--- src/rtl/btn_step_counter.sv ---
// btn_step_counter
//
// Up/down counter driven by debounced push buttons. Each new press gives one
// step. A button that stays held auto-repeats, first after REPEAT_DELAY cycles
// and then every REPEAT_PERIOD cycles. The clear button forces the count to
// zero. Counting wraps between MAX_COUNT and 0.
//
// Ports:
//   clk      - single clock, all logic on its rising edge
//   rst      - synchronous, active-high reset
//   up_btn   - debounced up button level, 1 = pressed
//   down_btn - debounced down button level, 1 = pressed
//   clr_btn  - debounced clear button level, 1 = pressed
//   count    - registered count value, WIDTH bits
//   step     - one-cycle strobe following each up/down count change
//   wrap     - one-cycle strobe, together with step, when the step wrapped
module btn_step_counter #(
  parameter int WIDTH         = 8,
  parameter int MAX_COUNT     = 255,
  parameter int REPEAT_DELAY  = 50_000_000,
  parameter int REPEAT_PERIOD = 10_000_000
) (
  input  logic             clk,
  input  logic             rst,
  input  logic             up_btn,
  input  logic             down_btn,
  input  logic             clr_btn,
  output logic [WIDTH-1:0] count,
  output logic             step,
  output logic             wrap
);

  localparam int TMAX = (REPEAT_DELAY > REPEAT_PERIOD) ? REPEAT_DELAY : REPEAT_PERIOD;
  localparam int TW   = $clog2(TMAX) + 1;

  localparam logic [TW-1:0]    DELAY_LAST  = TW'(REPEAT_DELAY - 1);
  localparam logic [TW-1:0]    PERIOD_LAST = TW'(REPEAT_PERIOD - 1);
  localparam logic [WIDTH-1:0] MAX_VAL     = WIDTH'(MAX_COUNT);

  typedef enum logic [1:0] {IDLE, DELAY, REPEAT} state_t;

  state_t        state;
  logic [TW-1:0] timer;
  logic          dir;
  logic          up_q;
  logic          down_q;

  logic             up_rise;
  logic             down_rise;
  logic             held;
  logic             opposite;
  logic             abort;
  logic             step_up;
  logic             up_wrap;
  logic             down_wrap;
  logic [WIDTH-1:0] up_next;
  logic [WIDTH-1:0] down_next;
  logic [WIDTH-1:0] sel_count;
  logic             sel_wrap;

  assign up_rise   = up_btn & ~up_q;
  assign down_rise = down_btn & ~down_q;

  // While repeating, leave on release of the held button or on any press of
  // the other one.
  assign held     = dir ? up_btn : down_btn;
  assign opposite = dir ? down_btn : up_btn;
  assign abort    = ~held | opposite;

  // In IDLE the step direction comes from which button rose; otherwise it is
  // the latched direction.
  assign step_up = (state == IDLE) ? up_rise : dir;

  assign up_wrap   = (count == MAX_VAL);
  assign up_next   = up_wrap ? '0 : count + WIDTH'(1);
  assign down_wrap = (count == '0);
  assign down_next = down_wrap ? MAX_VAL : count - WIDTH'(1);
  assign sel_count = step_up ? up_next : down_next;
  assign sel_wrap  = step_up ? up_wrap : down_wrap;

  // Edge-detect registers, press/repeat FSM and the registered outputs. The
  // edge registers keep following the buttons through reset and clear, so a
  // button held across either one never produces a step.
  always_ff @(posedge clk) begin
    up_q   <= up_btn;
    down_q <= down_btn;
    step   <= 1'b0;
    wrap   <= 1'b0;
    if (rst) begin
      count <= '0;
      state <= IDLE;
      timer <= '0;
      dir   <= 1'b0;
    end else if (clr_btn) begin
      count <= '0;
      state <= IDLE;
      timer <= '0;
    end else begin
      case (state)
        IDLE: begin
          if ((up_rise && !down_btn) || (down_rise && !up_btn)) begin
            count <= sel_count;
            step  <= 1'b1;
            wrap  <= sel_wrap;
            dir   <= up_rise;
            timer <= '0;
            state <= DELAY;
          end
        end
        DELAY: begin
          if (abort) begin
            timer <= '0;
            state <= IDLE;
          end else if (timer == DELAY_LAST) begin
            count <= sel_count;
            step  <= 1'b1;
            wrap  <= sel_wrap;
            timer <= '0;
            state <= REPEAT;
          end else begin
            timer <= timer + TW'(1);
          end
        end
        REPEAT: begin
          if (abort) begin
            timer <= '0;
            state <= IDLE;
          end else if (timer == PERIOD_LAST) begin
            count <= sel_count;
            step  <= 1'b1;
            wrap  <= sel_wrap;
            timer <= '0;
          end else begin
            timer <= timer + TW'(1);
          end
        end
        default: begin
          timer <= '0;
          state <= IDLE;
        end
      endcase
    end
  end

endmodule

--- config.mk ---
export PLATFORM = sky130hd
export DESIGN_NAME = btn_step_counter
export DESIGN_NICKNAME = d
export VERILOG_FILES = /design/src/rtl/btn_step_counter.sv
export SDC_FILE = /design/constraint.sdc
export NUM_CORES = 1
export LEC_CHECK = 0
export BUFFER_PORTS_ARGS = -buffer_cell sky130_fd_sc_hd__buf_2
export CAP_MARGIN = 20
export CORE_UTILIZATION = 49
export CTS_CLUSTER_DIAMETER = 200
export DETAILED_ROUTE_END_ITERATION = 12
export PLACE_DENSITY = 0.69
export SETUP_SLACK_MARGIN = 0.05
export SYNTH_ARGS = -nofsm -noshare
export SYNTH_HDL_FRONTEND = slang
export SYNTH_SLANG_ARGS = --single-unit
export TNS_END_PERCENT = 10
--- constraint.sdc ---
create_clock -name clk -period 3.4 [get_ports clk]
set_input_delay 0.34 -clock clk [delete_from_list [all_inputs] [get_ports clk]]
set_output_delay 0.34 -clock clk [all_outputs]
set_load 0.005 [all_outputs]
==> results.cfg <==
[flow_run]
maxCapViolations = 0

[floorplan]
coreArea_mm2 = 0.00482
die-area_mm2 = 0.00540
ios = 15
initial_core_util_pct = 52.0
fp-row-count = 25
die_y_um = 73.5
die_w_um = 73.5

[sta]
final.setup_skew_ns = 0.00731
relSlewSlack_pct = 53.0
layout_setup_ws_ns = 0.613
rsz0062_at_grt = false
finalHoldViolCount = 0
fin_crit_sh_pct = 82.0
tightest_slew_ns = 0.698
fin_tns_setup_ns = 0
max_freq_ghz = 0.359
final_max_slew_viol_count = 0
period_needed_ns = 2.79
setup_viol = 0

[detailed_routing]
drt_iter0_drc = 109
via_count = 2229
wl_per_cell_um = 14.0
first_pass_iters = 4
routed_via_density = 5.82
drc = 0
ant_nets = 0
drt-total-wl_um = 5350

[worst_setup_path]
crit_required_ns = 3.63
endpoint_kind = register
cp.buffers_inverters = 0
cp_slowest_cell = or4_1
reg2reg_slack_ns = 0.61
crit_type = register to register
reg2reg_to = count[2]
cp-start-kind = register
rr_startpoint = timer[18]
crit_chain = or4b_1 > or4_1 > o31ai_4 > nand4_2 > a311o_1 > a31oi_1
crit_family = simple AND/OR/NAND/NOR gates
cpPeakStageDelay_ns = 0.63
worst-path-max-fanout = 15
r2r_cells = 6
arrival_ns = 3.02

[final_layout]
nets = 328
drive_gt1_share_pct = 10.4
area_growth_pct = 8.45
fill_cells = 479
n_antenna_cell = 0

[synth]
synth_cell_types = 56
synth_top_family_by_area = simple AND/OR/NAND/NOR gates
synth-simple-area-share_pct = 31.6
synthFlopType = dfxtp_1
async_flop_share_pct = 0
synthXorXnorAreaFrac_pct = 5.60
yosysWarnings = 0
yosys-mux-area-fraction_pct = 1.60
syn_avg_cell_area_um2 = 8.26
synth_fa_ha_area_share_pct = 4.00
synth_compound_gate_area_share_pct = 20.5
synth_area_mm2 = 0.00250
synth_edf_count = 0
synth_seq_area_share_pct = 33.6
synth_seq_cells = 42
syn_nets = 316
synth_cells = 303

[status]
status = complete, no violations

[grt]
antenna_found_initial = 0
grt_pass1_wl_um = 8980
track_usage_pct = 21.5
grt_pass1_vias = 1969
grt_max_degree = 17
grt_overflow_total = 0

[placed_design]
post-place-ws_ns = 0.613
gp_congestion = 0.885
port_buffers = 14
dp_hpwl_um = 3940

[power]
p_leak_uw = 0.000988
vdd_drop_max_mv = 0.248
power.density_mw_per_mm2 = 363

[hold_path]
hold_path_class = input pin to register
whs_path_depth = 2
hold_path.startpoint = rst
hold_end = dir

[clock_network]
cts.path.max_buffers = 2
cts_root_buffer = clkbuf_8
postCtsSetupBuffers = 0
clock_latency_ns = 0.30
cts_tree = built
cts_made_buffers = 5
path_clk_slew_ns = 0.09
cts.sinks = 42
postCtsResizedCells = 0
cts_hold_buf = 0
cts-htree-levels = 2
-- per-stage QoR --
stage | cells | util (%) | total power [uW] | instance area (um^2) | hold slack [ns]
final | 383 | 56.4 | 987 | 2720 | 0.207
after global placement | 375 | 54.4 | 655 | 2620 | 0.472
after floorplan | 303 | - | 623 | 2500 | 0.368
after global routing | 383 | 56.4 | 1030 | 2720 | 0.214
after detailed placement | 375 | 54.4 | 656 | 2620 | 0.485
after CTS | 383 | 56.4 | 995 | 2720 | 0.202
-- worst register-to-register path: stages (launching register included) --
cell and delay, ns:
dfxtp_1 0.35, or4b_1 0.52, or4_1 0.63, o31ai_4 0.27
nand4_2 0.35, a311o_1 0.46, a31oi_1 0.15
-- worst max path at each step --
stage / startpoint / endpoint / slack (ns) / cells after the start
after detailed placement: timer[18] / count[2] / 0.61 / 6
after floorplan: timer[18] / timer[18] / 0.95 / 8
after global placement: timer[18] / count[2] / 0.64 / 6
final: timer[18] / count[2] / 0.61 / 6
after CTS: timer[18] / count[2] / 0.61 / 6
after global routing: timer[0] / count[2] / 0.42 / 7
-- synth_stat cells, types with 3 or more instances --
library cell	instances	share of area [%]
xnor2_1	14	4.9
o31ai_1	4	1.2
clkbuf_1	7	1.0
o211ai_1	4	1.2
and2_1	20	5.0
nor3_1	8	1.6
and3_1	8	2.0
nand4_1	8	2.0
a22o_1	3	1.0
dfxtp_1	42	34
nand2b_1	3	0.75
ha_1	8	4.0
nor2_1	16	2.4
o21a_1	3	0.90
o21ai_0	14	2.8
o2bb2a_1	3	1.2
nor2b_1	3	0.75
nand3_1	22	4.4
or4_1	7	2.1
nor4_1	4	1.0
a211oi_1	5	1.5
inv_1	7	1.0
a31oi_1	3	0.75
nand2_1	31	4.6
mux2i_1	4	1.6
a21oi_1	10	2.0
-- cells by family after synthesis --
group           Yosys count
compound gates           70
xor+xnor                 16
fa+ha+maj                 8
buf+inv                  18
flops                    42
mux                       4
simple gates            145
-- sequential cells by signal, indices dropped and copies added, names as in the netlist --
name	count
wrap	1
dir	1
timer	27
step	1
down_q	1
count	8
up_q	1
state	2
-- cell usage in the layout (no fill, tap or decap), drive strengths merged, types with 9 or more instances in the layout --
master and n:
nand2 31, nor2 16, nand3 22, nand4 9
dfxtp 42, a21oi 10, o21ai 15, xnor2 14
and2 20, buf 16
-- routing by layer --
layer,track usage [%],up-vias,wire length [um]
met5,0,-,0
met4,7.05,0,72
met3,3.70,6,181
met2,36.3,44,2610
met1,27.6,1036,2490
li1,-,1143,-
-- where the power goes --
part | total, uW | switching (uW) | internal (uW)
logic | 132 | 77.9 | 54.0
clock network | 342 | 193 | 148
registers | 513 | 13.4 | 500
total | 987 | 285 | 702
-- layout make-up --
| class | instances | area [um^2] | area share, % |
|---|---|---|---|
| multi-input cells | 243 | 1590 | 58.4 |
| flip-flops and latches | 42 | 841 | 31.0 |
| repair buffers | 16 | 85.1 | 3.13 |
| well taps | 67 | 83.8 | 3.09 |
| clock buffers | 5 | 68.8 | 2.53 |
| inverters | 7 | 26.3 | 0.968 |
| clock inverters | 3 | 25.0 | 0.922 |
No activity file was read; power rests on OpenSTA's default activity.
